$ cat src/rtl/i2c_byte_ctrl_pkg.sv
// ---------------------------------------------------------------------------
// i2c_byte_ctrl_pkg
//   Shared definitions for the I2C byte-level controller:
//     - bit_cmd_e : one-hot bit commands sent to the bit-level controller
//     - state_e   : byte FSM state encodings
//     - BYTE_W / TIMER_SIZE : byte width and bit-count timer width
// ---------------------------------------------------------------------------
package i2c_byte_ctrl_pkg;

    localparam int BYTE_W     = 8;
    localparam int TIMER_SIZE = 3;

    typedef enum logic [3:0] {
        BC_NOP   = 4'b0000,
        BC_START = 4'b0001,
        BC_STOP  = 4'b0010,
        BC_WRITE = 4'b0100,
        BC_READ  = 4'b1000
    } bit_cmd_e;

    typedef enum logic [2:0] {
        ST_IDLE  = 3'd0,
        ST_START = 3'd1,
        ST_WRITE = 3'd2,
        ST_READ  = 3'd3,
        ST_ACK   = 3'd4,
        ST_STOP  = 3'd5
    } state_e;

endpackage

$ cat src/rtl/i2c_byte_ctrl_state_timer.sv
// ---------------------------------------------------------------------------
// i2c_byte_state_timer
//   Count-down timer that tracks how many data bits of the current byte are
//   still outstanding. Load sets the count to all ones (7 for SIZE = 3); each
//   Ack decrements it until it reaches zero. Out is high while the count is
//   zero, i.e. while the last bit of the byte is in flight.
//
//   Ports:
//     clk, rst_n : clock, asynchronous active-low reset
//     i_load     : reload pulse from the byte FSM
//     i_ack      : decrement strobe (qualified bit acknowledge)
//     o_out      : count is zero (last bit)
// ---------------------------------------------------------------------------
module i2c_byte_state_timer #(
    parameter int SIZE = 3
) (
    input  logic clk,
    input  logic rst_n,
    input  logic i_load,
    input  logic i_ack,
    output logic o_out
);

    logic [SIZE-1:0] r_count;

    // NOTE: sequential state uses non-blocking assignments so every register
    // samples the pre-edge values, independent of statement order.
    always_ff @(posedge clk or negedge rst_n) begin
        if (!rst_n) begin
            r_count <= '0;
        end else if (i_load) begin
            r_count <= '1;
        end else if (i_ack && (r_count != '0)) begin
            r_count <= r_count - SIZE'(1);
        end
    end

    assign o_out = (r_count == '0);

endmodule

$ cat src/rtl/i2c_byte_ctrl.sv
// ---------------------------------------------------------------------------
// i2c_byte_ctrl
//   Byte-level controller of the I2C master. Turns byte commands (START,
//   WRITE, READ, STOP, ACK value) into a sequence of single-bit commands for
//   the bit-level controller, shifting one byte out or in MSB first.
//
//   Optional feature macro: I2C_BYTE_AL_EN
//     defined     : Al aborts any active command (Cmd_ack + Al_out pulse)
//     not defined : Al ignored, o_al_out tied low
//
//   Ports:
//     clk, rst_n            : clock, asynchronous active-low reset
//     i_start/i_stop        : START before / STOP after the byte
//     i_write/i_read        : transmit i_din / receive into o_dout
//     i_ack_in              : ACK bit driven after a READ (0 = ACK)
//     i_din  [7:0]          : byte to transmit
//     o_dout [7:0]          : received byte (shift register)
//     o_ack_out             : ACK bit sampled from the slave
//     o_cmd_ack             : one-cycle completion strobe
//     o_busy                : FSM not idle
//     o_al_out              : one-cycle arbitration-lost strobe
//     o_bit_cmd [3:0]       : bit command to the bit controller
//     o_bit_din             : bit to transmit with a WRITE bit command
//     i_bit_ack             : bit command done (pulse)
//     i_bit_dout            : bit sampled by the bit controller
//     i_al                  : arbitration lost from the bit controller
// ---------------------------------------------------------------------------
module i2c_byte_ctrl
    import i2c_byte_ctrl_pkg::*;
(
    input  logic              clk,
    input  logic              rst_n,
    input  logic              i_start,
    input  logic              i_stop,
    input  logic              i_write,
    input  logic              i_read,
    input  logic              i_ack_in,
    input  logic [BYTE_W-1:0] i_din,
    output logic [BYTE_W-1:0] o_dout,
    output logic              o_ack_out,
    output logic              o_cmd_ack,
    output logic              o_busy,
    output logic              o_al_out,
    output logic [3:0]        o_bit_cmd,
    output logic              o_bit_din,
    input  logic              i_bit_ack,
    input  logic              i_bit_dout,
    input  logic              i_al
);

    state_e            r_state;
    bit_cmd_e          r_bit_cmd;
    logic              r_bit_din;
    logic [BYTE_W-1:0] r_sr;
    logic              r_ack_out;
    logic              r_cmd_ack;
    logic              r_busy;

    logic w_accept;
    logic w_timer_load;
    logic w_timer_ack;
    logic w_timer_out;

    // A command is only taken while Cmd_ack is low, so a host still holding
    // its inputs during the completion cycle cannot relaunch the same byte.
    assign w_accept = !r_cmd_ack && (i_start || i_stop || i_write || i_read);

    // Reload on accept and when START hands over to the data phase.
    assign w_timer_load = ((r_state == ST_IDLE)  && w_accept) ||
                          ((r_state == ST_START) && i_bit_ack);

    assign w_timer_ack  = i_bit_ack && !w_timer_out &&
                          ((r_state == ST_WRITE) || (r_state == ST_READ));

    i2c_byte_state_timer #(
        .SIZE (TIMER_SIZE)
    ) u_timer (
        .clk    (clk),
        .rst_n  (rst_n),
        .i_load (w_timer_load),
        .i_ack  (w_timer_ack),
        .o_out  (w_timer_out)
    );

`ifdef I2C_BYTE_AL_EN
    logic r_al_out;
`else
    logic w_unused_al;
    assign w_unused_al = i_al;
`endif

    always_ff @(posedge clk or negedge rst_n) begin
        if (!rst_n) begin
            r_state   <= ST_IDLE;
            r_bit_cmd <= BC_NOP;
            r_bit_din <= 1'b0;
            r_sr      <= '0;
            r_ack_out <= 1'b0;
            r_cmd_ack <= 1'b0;
            r_busy    <= 1'b0;
`ifdef I2C_BYTE_AL_EN
            r_al_out  <= 1'b0;
`endif
        end else begin
            r_cmd_ack <= 1'b0;
`ifdef I2C_BYTE_AL_EN
            r_al_out  <= 1'b0;
            // Arbitration loss overrides any simultaneous Bit_ack; the shift
            // register and Ack_out keep their values.
            if ((r_state != ST_IDLE) && i_al) begin
                r_state   <= ST_IDLE;
                r_bit_cmd <= BC_NOP;
                r_cmd_ack <= 1'b1;
                r_al_out  <= 1'b1;
                r_busy    <= 1'b0;
            end else
`endif
            begin
                case (r_state)
                    ST_IDLE: begin
                        if (w_accept) begin
                            r_busy <= 1'b1;
                            r_sr   <= i_din;
                            if (i_start) begin
                                r_state   <= ST_START;
                                r_bit_cmd <= BC_START;
                            end else if (i_read) begin
                                r_state   <= ST_READ;
                                r_bit_cmd <= BC_READ;
                            end else if (i_write) begin
                                r_state   <= ST_WRITE;
                                r_bit_cmd <= BC_WRITE;
                                r_bit_din <= i_din[BYTE_W-1];
                            end else begin
                                r_state   <= ST_STOP;
                                r_bit_cmd <= BC_STOP;
                            end
                        end
                    end

                    ST_START: begin
                        if (i_bit_ack) begin
                            if (i_read) begin
                                r_state   <= ST_READ;
                                r_bit_cmd <= BC_READ;
                            end else if (i_write) begin
                                r_state   <= ST_WRITE;
                                r_bit_cmd <= BC_WRITE;
                                r_bit_din <= r_sr[BYTE_W-1];
                            end else begin
                                r_state   <= ST_STOP;
                                r_bit_cmd <= BC_STOP;
                            end
                        end
                    end

                    ST_WRITE, ST_READ: begin
                        if (i_bit_ack) begin
                            r_sr <= {r_sr[BYTE_W-2:0], i_bit_dout};
                            if (!w_timer_out) begin
                                // Same bit command stays on o_bit_cmd; the
                                // next MSB is the bit about to shift up.
                                r_bit_din <= r_sr[BYTE_W-2];
                            end else begin
                                r_state <= ST_ACK;
                                if (r_state == ST_WRITE) begin
                                    r_bit_cmd <= BC_READ;
                                end else begin
                                    r_bit_cmd <= BC_WRITE;
                                    r_bit_din <= i_ack_in;
                                end
                            end
                        end
                    end

                    ST_ACK: begin
                        if (i_bit_ack) begin
                            r_ack_out <= i_bit_dout;
                            if (i_stop) begin
                                r_state   <= ST_STOP;
                                r_bit_cmd <= BC_STOP;
                            end else begin
                                r_state   <= ST_IDLE;
                                r_bit_cmd <= BC_NOP;
                                r_cmd_ack <= 1'b1;
                                r_busy    <= 1'b0;
                            end
                        end
                    end

                    ST_STOP: begin
                        if (i_bit_ack) begin
                            r_state   <= ST_IDLE;
                            r_bit_cmd <= BC_NOP;
                            r_cmd_ack <= 1'b1;
                            r_busy    <= 1'b0;
                        end
                    end

                    default: begin
                        r_state   <= ST_IDLE;
                        r_bit_cmd <= BC_NOP;
                        r_busy    <= 1'b0;
                    end
                endcase
            end
        end
    end

    assign o_dout    = r_sr;
    assign o_ack_out = r_ack_out;
    assign o_cmd_ack = r_cmd_ack;
    assign o_busy    = r_busy;
    assign o_bit_cmd = r_bit_cmd;
    assign o_bit_din = r_bit_din;
`ifdef I2C_BYTE_AL_EN
    assign o_al_out  = r_al_out;
`else
    assign o_al_out  = 1'b0;
`endif

endmodule

$ cat config.mk
export PLATFORM = sky130hd
export DESIGN_NAME = i2c_byte_ctrl
export DESIGN_NICKNAME = d
export VERILOG_FILES = /design/src/rtl/i2c_byte_ctrl_pkg.sv /design/src/rtl/i2c_byte_ctrl_state_timer.sv /design/src/rtl/i2c_byte_ctrl.sv
export SDC_FILE = /design/constraint.sdc
export NUM_CORES = 1
export LEC_CHECK = 0
export CORE_UTILIZATION = 30
export DETAILED_ROUTE_END_ITERATION = 8
export MAX_ROUTING_LAYER = met4
export PLACE_DENSITY = 0.65
export SYNTH_ARGS = -nofsm -noshare
export SYNTH_HDL_FRONTEND = slang
export SYNTH_SLANG_ARGS = --single-unit
$ cat constraint.sdc
create_clock -name clk -period 2.8 [get_ports clk]
set_input_delay 0.42 -clock clk [delete_from_list [all_inputs] [get_ports clk]]
set_output_delay 0.42 -clock clk [all_outputs]
set_load 0.02 [all_outputs]
After elaboration in Yosys (flattened, before gate mapping). Index checks and enable logic that the tools add are counted.

Output and inout port bits: 17. Logic and storage cells: 102. Input port bits: 18. Register bits after elaboration: 22.

Muxes and demuxes: 48. Eq/ne operators: 18. Reduce and logical (&&, ||, !) cells: 26. Add/sub/neg operators: 1. Bitwise logic cells: 1.

Operators by type and width (count): 2-to-1 mux 3 bit (13); 2-to-1 mux 4 bit (9); inequality test 2 bit (second input constant) (12); one-hot mux 4 bit (5 select lines) (1); 2-to-1 mux 1 bit (17); 2-to-1 mux 8 bit (2); one-hot mux 8 bit (2 select lines) (1); one-hot mux 3 bit (5 select lines) (1); AND reduction 10 bit (1); equality test 3 x 2 -> 1 bit (second input constant) (2); equality test 3 bit (second input constant) (2); logical AND 1 bit (6); zero test 3 bit (2); AND reduction 6 bit (1); nonzero test 3 bit (2); logical OR 1 bit (5); AND reduction 5 bit (1); one-hot mux 1 bit (4 select lines) (1); nonzero test 2 bit (2); equality test 3 x 1 -> 1 bit (second input constant) (1); inequality test 3 bit (second input constant) (1); one-hot mux 1 bit (3 select lines) (1); AND reduction 3 bit (1); OR reduction 3 bit (1); other kinds (7) (8).

Depth between registers and ports, before layout. Gate-level depths: netlist of the first run.

Word-level depth: 7. Depth in mapped cells: 6. Gate-level depth less buffers: 6.

Hierarchy. From an unflattened synthesis of the first run, not the netlist that was laid out.

Cells, all modules: 121. Area total of the unflattened synthesis: 1295.0 µm².

Modules (own cells, without submodules): i2c_byte_ctrl (area each 1114.8 µm², cells each 103, times used 1, seq. area each 475.5 µm²); i2c_byte_state_timer (area each 180.2 µm², cells each 18, times used 1, seq. area each 75.1 µm²).

Least setup slack after synthesis of the first run. OpenSTA, ideal clock, no wires.

Path kind: register to register. From: register r_state[0]. To: register r_bit_din (netlist: o_bit_din). Stages on the path, launching flop included: 5. Buffers on the path: 1. Slack: 0.949 ns. Period minus slack after synthesis: 1.851 ns. Setup time: 0.128 ns. Data arrival time: 1.723 ns. Required time: 2.672 ns. Cells stage by stage: dfrtp_1 -> buf_6 -> or4_4 -> a2111oi_4 -> mux2_1.

Word-level cells in the longest chain between the ends: 4. Elaborated cells on any way between the ends: 17. Those cells by class: eq/ne: 12; mux: 1; reduce/logical: 4.

Ends and longest elaborated chain: start, declared (line i2c_byte_ctrl.sv:51) `state_e r_state;`; start signal, assigned (line i2c_byte_ctrl.sv:94) `r_state <= ST_IDLE;`; start signal, assigned (line i2c_byte_ctrl.sv:125) `r_state <= ST_START;`; start signal, assigned (line i2c_byte_ctrl.sv:128) `r_state <= ST_READ;`; equality test 3 x 2 -> 1 bit (on tied branches) (line i2c_byte_ctrl.sv:119, i2c_byte_ctrl.sv:166); OR reduction 2 bit (line i2c_byte_ctrl.sv:119) `case (r_state)`; inequality test 3 bit (no source line), or another cell as far along; AND reduction 10 bit (no source line); end signal, assigned (line i2c_byte_ctrl.sv:133) `r_bit_din <= i_din[BYTE_W-1];`; end signal, assigned (line i2c_byte_ctrl.sv:163) `r_bit_din <= r_sr[BYTE_W-2];`; end signal, assigned (line i2c_byte_ctrl.sv:170) `r_bit_din <= i_ack_in;`; end, declared (line i2c_byte_ctrl.sv:53) `logic r_bit_din;`.

Parallel ways exist; a longest one is shown, timed or not. A chain may end at the register's enable or synchronous reset.

Final worst setup path of the first run.
From: input i_start. To: register r_bit_cmd[0] (netlist: o_bit_cmd[0]).

Word-level cells in the longest chain between the ends: 6. Elaborated cells on any way between the ends: 9. Those cells by class: eq/ne: 1; mux: 3; reduce/logical: 5.

Ends and longest elaborated chain: start, declared (line i2c_byte_ctrl.sv:33) `input logic i_start,`; logical OR 1 bit (3 in a row) (line i2c_byte_ctrl.sv:66) `assign w_accept = !r_cmd_ack && (i_start || i_stop || i_write || i_read);`; logical AND 1 bit (line i2c_byte_ctrl.sv:66); inequality test 2 bit (no source line); AND reduction 6 bit (no source line); end signal, assigned (line i2c_byte_ctrl.sv:95) `r_bit_cmd <= BC_NOP;`; end signal, assigned (line i2c_byte_ctrl.sv:126) `r_bit_cmd <= BC_START;`; end signal, assigned (line i2c_byte_ctrl.sv:129) `r_bit_cmd <= BC_READ;`; end, declared (line i2c_byte_ctrl.sv:52) `bit_cmd_e r_bit_cmd;`.

Parallel ways exist; a longest one is shown, timed or not. The select of a mux whose other input is x is not followed.

==> impl_summary.md, run 1 <==
Clock tree
In this run the number of H-tree levels came out at 1. The number of clock buffers added by TritonCTS is 3. The clock network latency to the later pin of the worst-skew pair is 270 ps. After clock tree synthesis, the setup repair step added 0 buffers. After clock tree synthesis, the clock-pin slew on the worst setup and hold paths is 80 ps.

The buffer depth of the longest clock path is 2. TritonCTS built the clock tree. The cell sitting at the root of the clock tree is a clkbuf_8.

The count of hold buffers inserted by post-cts repair is 0. Gates resized during post-CTS repair numbered 0. The clock sink count is 22.

Placement
Once placement finished, the instance area stood at 1719 µm². The weighted congestion at the end of routability-driven global placement is 0.8921. Detailed placement ended at an HPWL of 2011 µm.

In this run the tool buffered the top-level ports with 32 buffer cells. The worst slack at placement is about 370 ps.

Global route
For this run the aggregate overflow at the end of global routing stands at 0. In the global route stage, overall resource usage came out at 13.44%. The maximum number of pins on one net before global-route repair is 26. The number of antenna violations at the first check in global routing was 0. The global-route wire length before repair is 4974 µm.

The via count of the first global-routing pass is 1078.

Timing
Setup violations remaining at the end of the flow were counted as 0. The final count of hold timing violations was 0. The final count of pins violating max slew is 0. Timing would allow up to 468.7 MHz. Setup repair after global routing left no endpoint under its margin. Setup slack on the critical path of the routed design comes to roughly 670 ps.

On the final layout, the worst clock skew is 3.336 ps. The worst path in the final design needs a cycle of 2133 ps, including I/O delays and setup. For the final routed database, the setup TNS stands at 0 ps. For the pin with the worst max-slew slack, the measured transition is 519.0 ps.

The worst pin sits at a relative slew slack of 65.08%. The final cycle utilization of the critical path is about three quarters. Across all hold checks on the routed design, the worst slack comes to around 500 ps.

Worst setup path
On the critical path, the stage with the largest delay is an instance of clkdlybuf4s50_1. Data on the critical path arrives at its endpoint at between 2000 and 2500 ps. The length in cells of the worst reg-to-reg path is 3. The type of the worst setup path is in2reg. Grouping stages by cell kind, the critical path spends the most delay in buffers and inverters. In this run the register-to-register setup slack is 760 ps.

STA classifies the critical path endpoint as a flop. The highest cell delay on the worst timing path is 560 ps. The signal on the critical path passes through clkdlybuf4s50_1, nor4_1, or4_4, a32oi_4, mux2_4. At the worst endpoint, the required time is 2960 ps. The combined buffer and inverter count along the critical path is 1. The startpoint identified for the worst register-to-register timing path is r_state[0]$_DFFE_PN0P_. Counting buffers and inverters, the worst setup path is 5 cells deep. Along the worst path, the maximum fanout reaches 6. The worst setup path is launched from an input port. The endpoint identified for the worst register-to-register timing path is o_bit_cmd[0]$_DFFE_PN0P_.

Worst hold path
The path class of the lowest-slack min-delay path is in2async.

Final layout
The layout overhead on the synthesized area is 30.04%. The antenna cell count is 0. The storage element area is 550.5 µm². The layout cell share with drive strength beyond 1 is 22.00%. The area taken by multi-input logic gates is 742.0 µm².

The number of filler instances in the final layout is between 300 and 400. In the final design database the tool counted 172 nets. The post-route standard cell area excluding fillers is approximately 1800 µm².

Detailed routing
In the final routed layout, each cell accounts on average for 14.23 µm. The post-detailed-route via-to-cell ratio is 4.891. For this block, the routed nets add up to about 2900 µm of wire. The first routing iteration left 41 violations. The via count is 988. For this run, the detailed router's first-pass iteration total came to 4. The detail route stage leaves a number of antenna-violating nets equal to 0.

In the routed design, unresolved DRC markers number 0.

Logic synthesis
The post-synth design cell area is 1354 µm². The total nets after synthesis is 140. For this run, asynchronously set or reset flops after synthesis account for 100.0%. Counting flops and latches in the post-synthesis netlist gives 22. Yosys printed 0 warnings.

The number of instances in the synthesized netlist is 120. For this run, the leading register cell type out of synthesis is dfrtp_1. After synthesis, the mean cell area works out to 11.28 µm². Counting distinct cell types in the post-synthesis netlist gives 38.

The fraction of the yosys area taken by sequential cells is between 40% and 50%. Yosys mapped a number of flops with a built-in enable equal to 0.

Floorplan
The core region is 4354 µm². The height of the die is 69.18 µm. The total die area is 4785 µm².

Row generation in the floorplan step produced 24 rows. The number of top-level design ports is 35. For this configuration, the core starts out at a cell density of 31.09%. The chip width is 69.18 µm.

Job
The max capacitance violation total is 0.

Power and ir drop
The leakage dissipation is 0.7254 nW. Across the VDD grid, the largest voltage drop is 517.0 µV. For this design the ratio of total power to cell area is 1153 nW/µm².

Run status
The flow ran to the end, and the final reports show no timing, DRC or antenna violations.
-- cell families after synthesis --
| kind of cell | after synthesis | share of synthesized area [%] |
|---|---|---|
| muxes | 24 | 23.48 |
| buffers and inverters | 13 | 4.528 |
| and+or+nand+nor | 34 | 14.23 |
| AOI/OAI and AO/OA | 22 | 13.68 |
| xor gates and xnor gates | 2 | 1.294 |
| other | 1 | 0.2770 |
| DFF | 22 | 40.67 |
| adders and majority gates | 2 | 1.848 |
-- metal layers --
metal	part of all wire, %	up-vias	routed length [µm]	GRT usage, %
met2	50	25	1424	21.90
met5	0	-	0	-
met1	45	473	1304	15.77
li1	-	485	-	-
met4	2.3	0	67	7.256
met3	2.7	5	78	2.326
-- registers in the layout, indices dropped and copies added (netlist names) --
| register | flops |
|---|---|
| u_timer.r_count | 3 |
| r_state | 3 |
| o_ack_out | 1 |
| o_bit_cmd | 4 |
| o_busy | 1 |
| o_bit_din | 1 |
| o_dout | 8 |
| o_cmd_ack | 1 |
-- cells in the final DEF, fill, tap and decap left out, types with 3 or more instances in the layout --
cell             instances
mux2_4                  13
nor2_1                   7
nor3_1                   3
nand2b_1                 3
o21ai_0                  6
clkbuf_8                 3
a21oi_1                  6
inv_1                    5
buf_4                    3
nand2_1                  7
mux2_2                   9
dfrtp_1                 22
clkdlybuf4s50_1         32
-- power breakdown --
part	leakage (nW)	switching, mW	internal (mW)
registers	0.260	0.121	0.460
clock network	0.0216	0.104	0.0964
logic	0.444	0.564	0.684
-- how the worst max path moves through the flow --
stage / start / endpoint / slack (ps)
floorplan: r_state[0]$_DFFE_PN0P_ / o_bit_din$_DFFE_PN0P_ / 950
global placement: i_start / o_bit_cmd[3]$_DFFE_PN0P_ / 380
detailed placement: i_start / o_dout[0]$_DFFE_PN0P_ / 370
CTS: i_start / o_dout[1]$_DFFE_PN0P_ / 660
global route: i_start / o_dout[1]$_DFFE_PN0P_ / 600
finish: i_start / o_bit_cmd[0]$_DFFE_PN0P_ / 670
-- through the flow --
| step | total power [mW] | utilization (%) | std cells |
|---|---|---|---|
| after floorplan | 1.479 | - | 120 |
| after global placement | 1.809 | 39.48 | 199 |
| after detailed placement | 1.835 | 39.48 | 199 |
| after CTS | 2.052 | 40.43 | 202 |
| after global routing | 2.165 | 40.43 | 202 |
| final | 2.030 | 40.43 | 202 |
-- synthesized netlist by cell type, drive strengths merged (3+ instances only) --
cell type | count | area (µm²)
a21oi | 7 | 46.30
o21ai | 6 | 30.03
buf | 4 | 27.52
nor3 | 3 | 15.01
mux2 | 23 | 307.8
nor2 | 7 | 26.28
dfrtp | 22 | 550.5
clkbuf | 4 | 15.01
inv | 5 | 18.77
nand2b | 3 | 18.77
nand2 | 7 | 26.28
-- area by class of cell --
| cell class | instances | share of cell area, % |
|---|---|---|
| Multi-Input combinational cell | 85 | 42.15 |
| Sequential cell | 22 | 31.27 |
| Timing Repair Buffer | 35 | 19.47 |
| Tap cell | 52 | 3.696 |
| Clock buffer | 3 | 2.345 |
| Inverter | 5 | 1.066 |
-- worst register-to-register path, cell delays in order, from the launching register on --
cell and delay [ps]:
dfrtp_1 550, or4_4 630, a32oi_4 410, mux2_4 340
No activity file was read; power rests on OpenSTA's default activity.
==> run 2: changes to the inputs <==
==> constraint.sdc (replaced) <==
create_clock -name clk -period 2.21 [get_ports clk]
set_input_delay 0.3315 -clock clk [delete_from_list [all_inputs] [get_ports clk]]
set_output_delay 0.3315 -clock clk [all_outputs]
set_load 0.02 [all_outputs]
==> run 2 against run 1 <==
Compared with the run above: total power grew 30%; largest power group unchanged; count of clock-buffer cells in the layout grew 1; combinational power grew 30%; global-route usage shrank 0.32 points; sequential share of layout area shrank 0.89 points; register-to-register slack lost 520 ps; via count grew 5.3%; critical path depth grew 1; final cell count grew 3.0%; cell area grew 2.9%; critical endpoint is now o_bit_cmd[2]$_DFFE_PN0P_.
==> impl_summary.md, run 2 (synthesis gave the netlist of run 1 again) <==
Floorplan
The chip width is 69.18 µm. The core area is 4354 µm². The initialized floorplan defines 24 standard-cell rows. From bottom edge to top edge, the die measures 69.18 µm.

The total die area is 4785 µm². The number of top-level design ports is 35. The initial utilization of the core area, before any placement, comes to 31.09%.

Detailed routing
The number of violations reported at the end of detailed-routing iteration 0 is 25. The total DRC errors in the routed layout is 0. The routed design has a little under 3000 µm of wire. The detail route stage leaves a number of antenna-violating nets equal to 0.

The uppermost signal routing layer after detailed routing is met4. The via count is 1040. The detailed router put a total of 1407 µm of wire on met1. The post-detailed-route via-to-cell ratio is roughly 5.0. Summed over all nets, wire length on met2 after detailed routing comes to 1402 µm.

The detailed-routed wire length on met3 is 90 µm. After detailed routing, the average wire length per cell comes to 14.07 µm. The total iterations of the first detailed-routing run is 4.

Timing
The worst clock skew is just under 7 ps. The worst path needs 1972 ps of the cycle, external delays included. The setup slack after layout is around 240 ps. The final count of hold timing violations is 0.

The setup violation total in the final timing report is 0. The timing-limited maximum frequency is 507.1 MHz. The worst slew slack as a fraction of its limit is around 66%. Hold timing on the final database bottoms out at a slack of around 410 ps. The final cycle utilization of the critical path is 89.23%.

At the pin with the least slew margin, the transition time is 505.4 ps. The final count of pins violating max slew was 0. Setup repair after global routing left no endpoint under its margin.

Global route
The via count of the first global-routing pass was 1151. The number of antenna violations at the first check in global routing is 0. Entering global routing, the biggest net connects 26 pins.

Across every metal layer, demand over resource in global routing totals roughly an eighth. The total overflow left after global routing is 0. The first global-routing pass estimated approximately 5000 µm of wire.

Placement
The weighted congestion at the end of routability-driven global placement is 0.8895. Input and output buffers added on the ports amount to 32. Summed over all nets, the half-perimeter wirelength after detailed placement is 2107 µm.

The worst slack at placement is -29.73 ps.

Worst setup path
Data on the critical path is required at its endpoint by 2360 ps. The critical path is of the reg2reg type. The arrival time of data at the critical path endpoint is 2130 ps. The worst setup path is captured at a flop. STA classifies the critical path startpoint as a flop. The worst-path maximum fanout is 6. The length in cells of the worst reg-to-reg path is 6.

Clock tree
The number of setup buffers added after CTS is 0. The total number of H-tree levels is 1. The count of hold buffers inserted by post-cts repair is 0.

The TritonCTS clock tree is done. The number of buffers created by CTS is 3. The buffer depth of the longest clock path is 2. The clock net in this run drives a total of 22 sinks. CTS placed an instance of clkbuf_8 at the clock tree root. At the later pin of the worst-skew pair, clock insertion delay measures around 270 ps. The number of gates given a new drive strength after cts is 0. After clock tree synthesis, the clock-pin slew on the worst setup and hold paths is 90 ps.

Run status
The flow ran to the end, and the final reports show no timing, DRC or antenna violations.

Final layout
The sequential cells in the finished layout cover a total of 550.5 µm². The top cell types in the final layout, fill and taps aside, are 32 x clkdlybuf4s50_1, 22 x dfrtp_1, 13 x mux2_4. For this run, the post-layout net count is 177.

The layout overhead on the synthesized area is 33.83%. Of the cells placed in the final design, the portion with a size suffix greater than 1 is 25.00%. The area taken by multi-input logic gates is 742.0 µm². The library cell used most frequently in the layout, excluding fill and tap cells, is clkdlybuf4s50_1. The number of filler instances in the final layout is 400. The register with the most flip-flops in the layout has 8 of them. 0 antenna diodes ended up in the layout.

Worst hold path
The path class of the lowest-slack min-delay path is in2async.

Power and ir drop
The cell area power density is 1458 nW/µm². The power after layout is ~2.6 mW. IR analysis of the VDD net gives a maximum drop of 706.3 µV. The leakage dissipation is 0.7567 nW.

Job
Max-cap violations in this run came to 0.
-- run 2: final timing paths --
check	startpoint	endpoint	slack, ps
setup / recovery	u_timer.r_count[0]$_DFFE_PN0P_	o_bit_cmd[2]$_DFFE_PN0P_	240
hold / removal	rst_n	o_dout[1]$_DFFE_PN0P_	410
setup reg to reg	u_timer.r_count[0]$_DFFE_PN0P_	o_bit_cmd[2]$_DFFE_PN0P_	240
hold reg to reg	o_bit_din$_DFFE_PN0P_	o_bit_din$_DFFE_PN0P_	500
max in group asynchronous	rst_n	r_state[2]$_DFFE_PN0P_	1570
min in group clk	o_bit_din$_DFFE_PN0P_	o_bit_din$_DFFE_PN0P_	500
-- run 2: layer usage --
metal	up-vias	track usage, %
li1	501	-
met1	514	15.68
met2	21	21.90
met3	4	2.326
met4	0	5.215
met5	-	-
-- run 2: final cells by class --
type                    count  area share, %
flip-flops and latches     22          30.39
well taps                  52          3.591
clock buffers               4          3.039
repair buffers             40          20.99
multi-input cells          85          40.95
inverters                   5          1.036
-- run 2: where the power goes --
part / internal (mW) / switching, mW / leakage, nW / total (mW)
clock network: 0.159 / 0.139 / 0.0288 / 0.298
registers: 0.584 / 0.132 / 0.260 / 0.715
logic: 0.883 / 0.746 / 0.468 / 1.63
-- run 2: through the flow --
| step | instance area, µm² | utilization (%) | instances | setup TNS (ps) |
|---|---|---|---|---|
| 2_1_floorplan | 1354 | - | 120 | 0 |
| 3_3_place_gp | 1757 | 40.34 | 204 | -26.57 |
| 3_5_place_dp | 1757 | 40.34 | 204 | -313.3 |
| 4_1_cts | 1812 | 41.61 | 208 | 0 |
| 5_1_grt | 1812 | 41.61 | 208 | 0 |
| 6_report | 1812 | 41.61 | 208 | 0 |
-- run 2: critical path, cell delays in order (launching register included) --
cell     delay (ps)
dfrtp_1         370
inv_1           110
ha_1            160
nor2b_1         320
nand2_1         170
a32oi_4         380
mux2_4          340
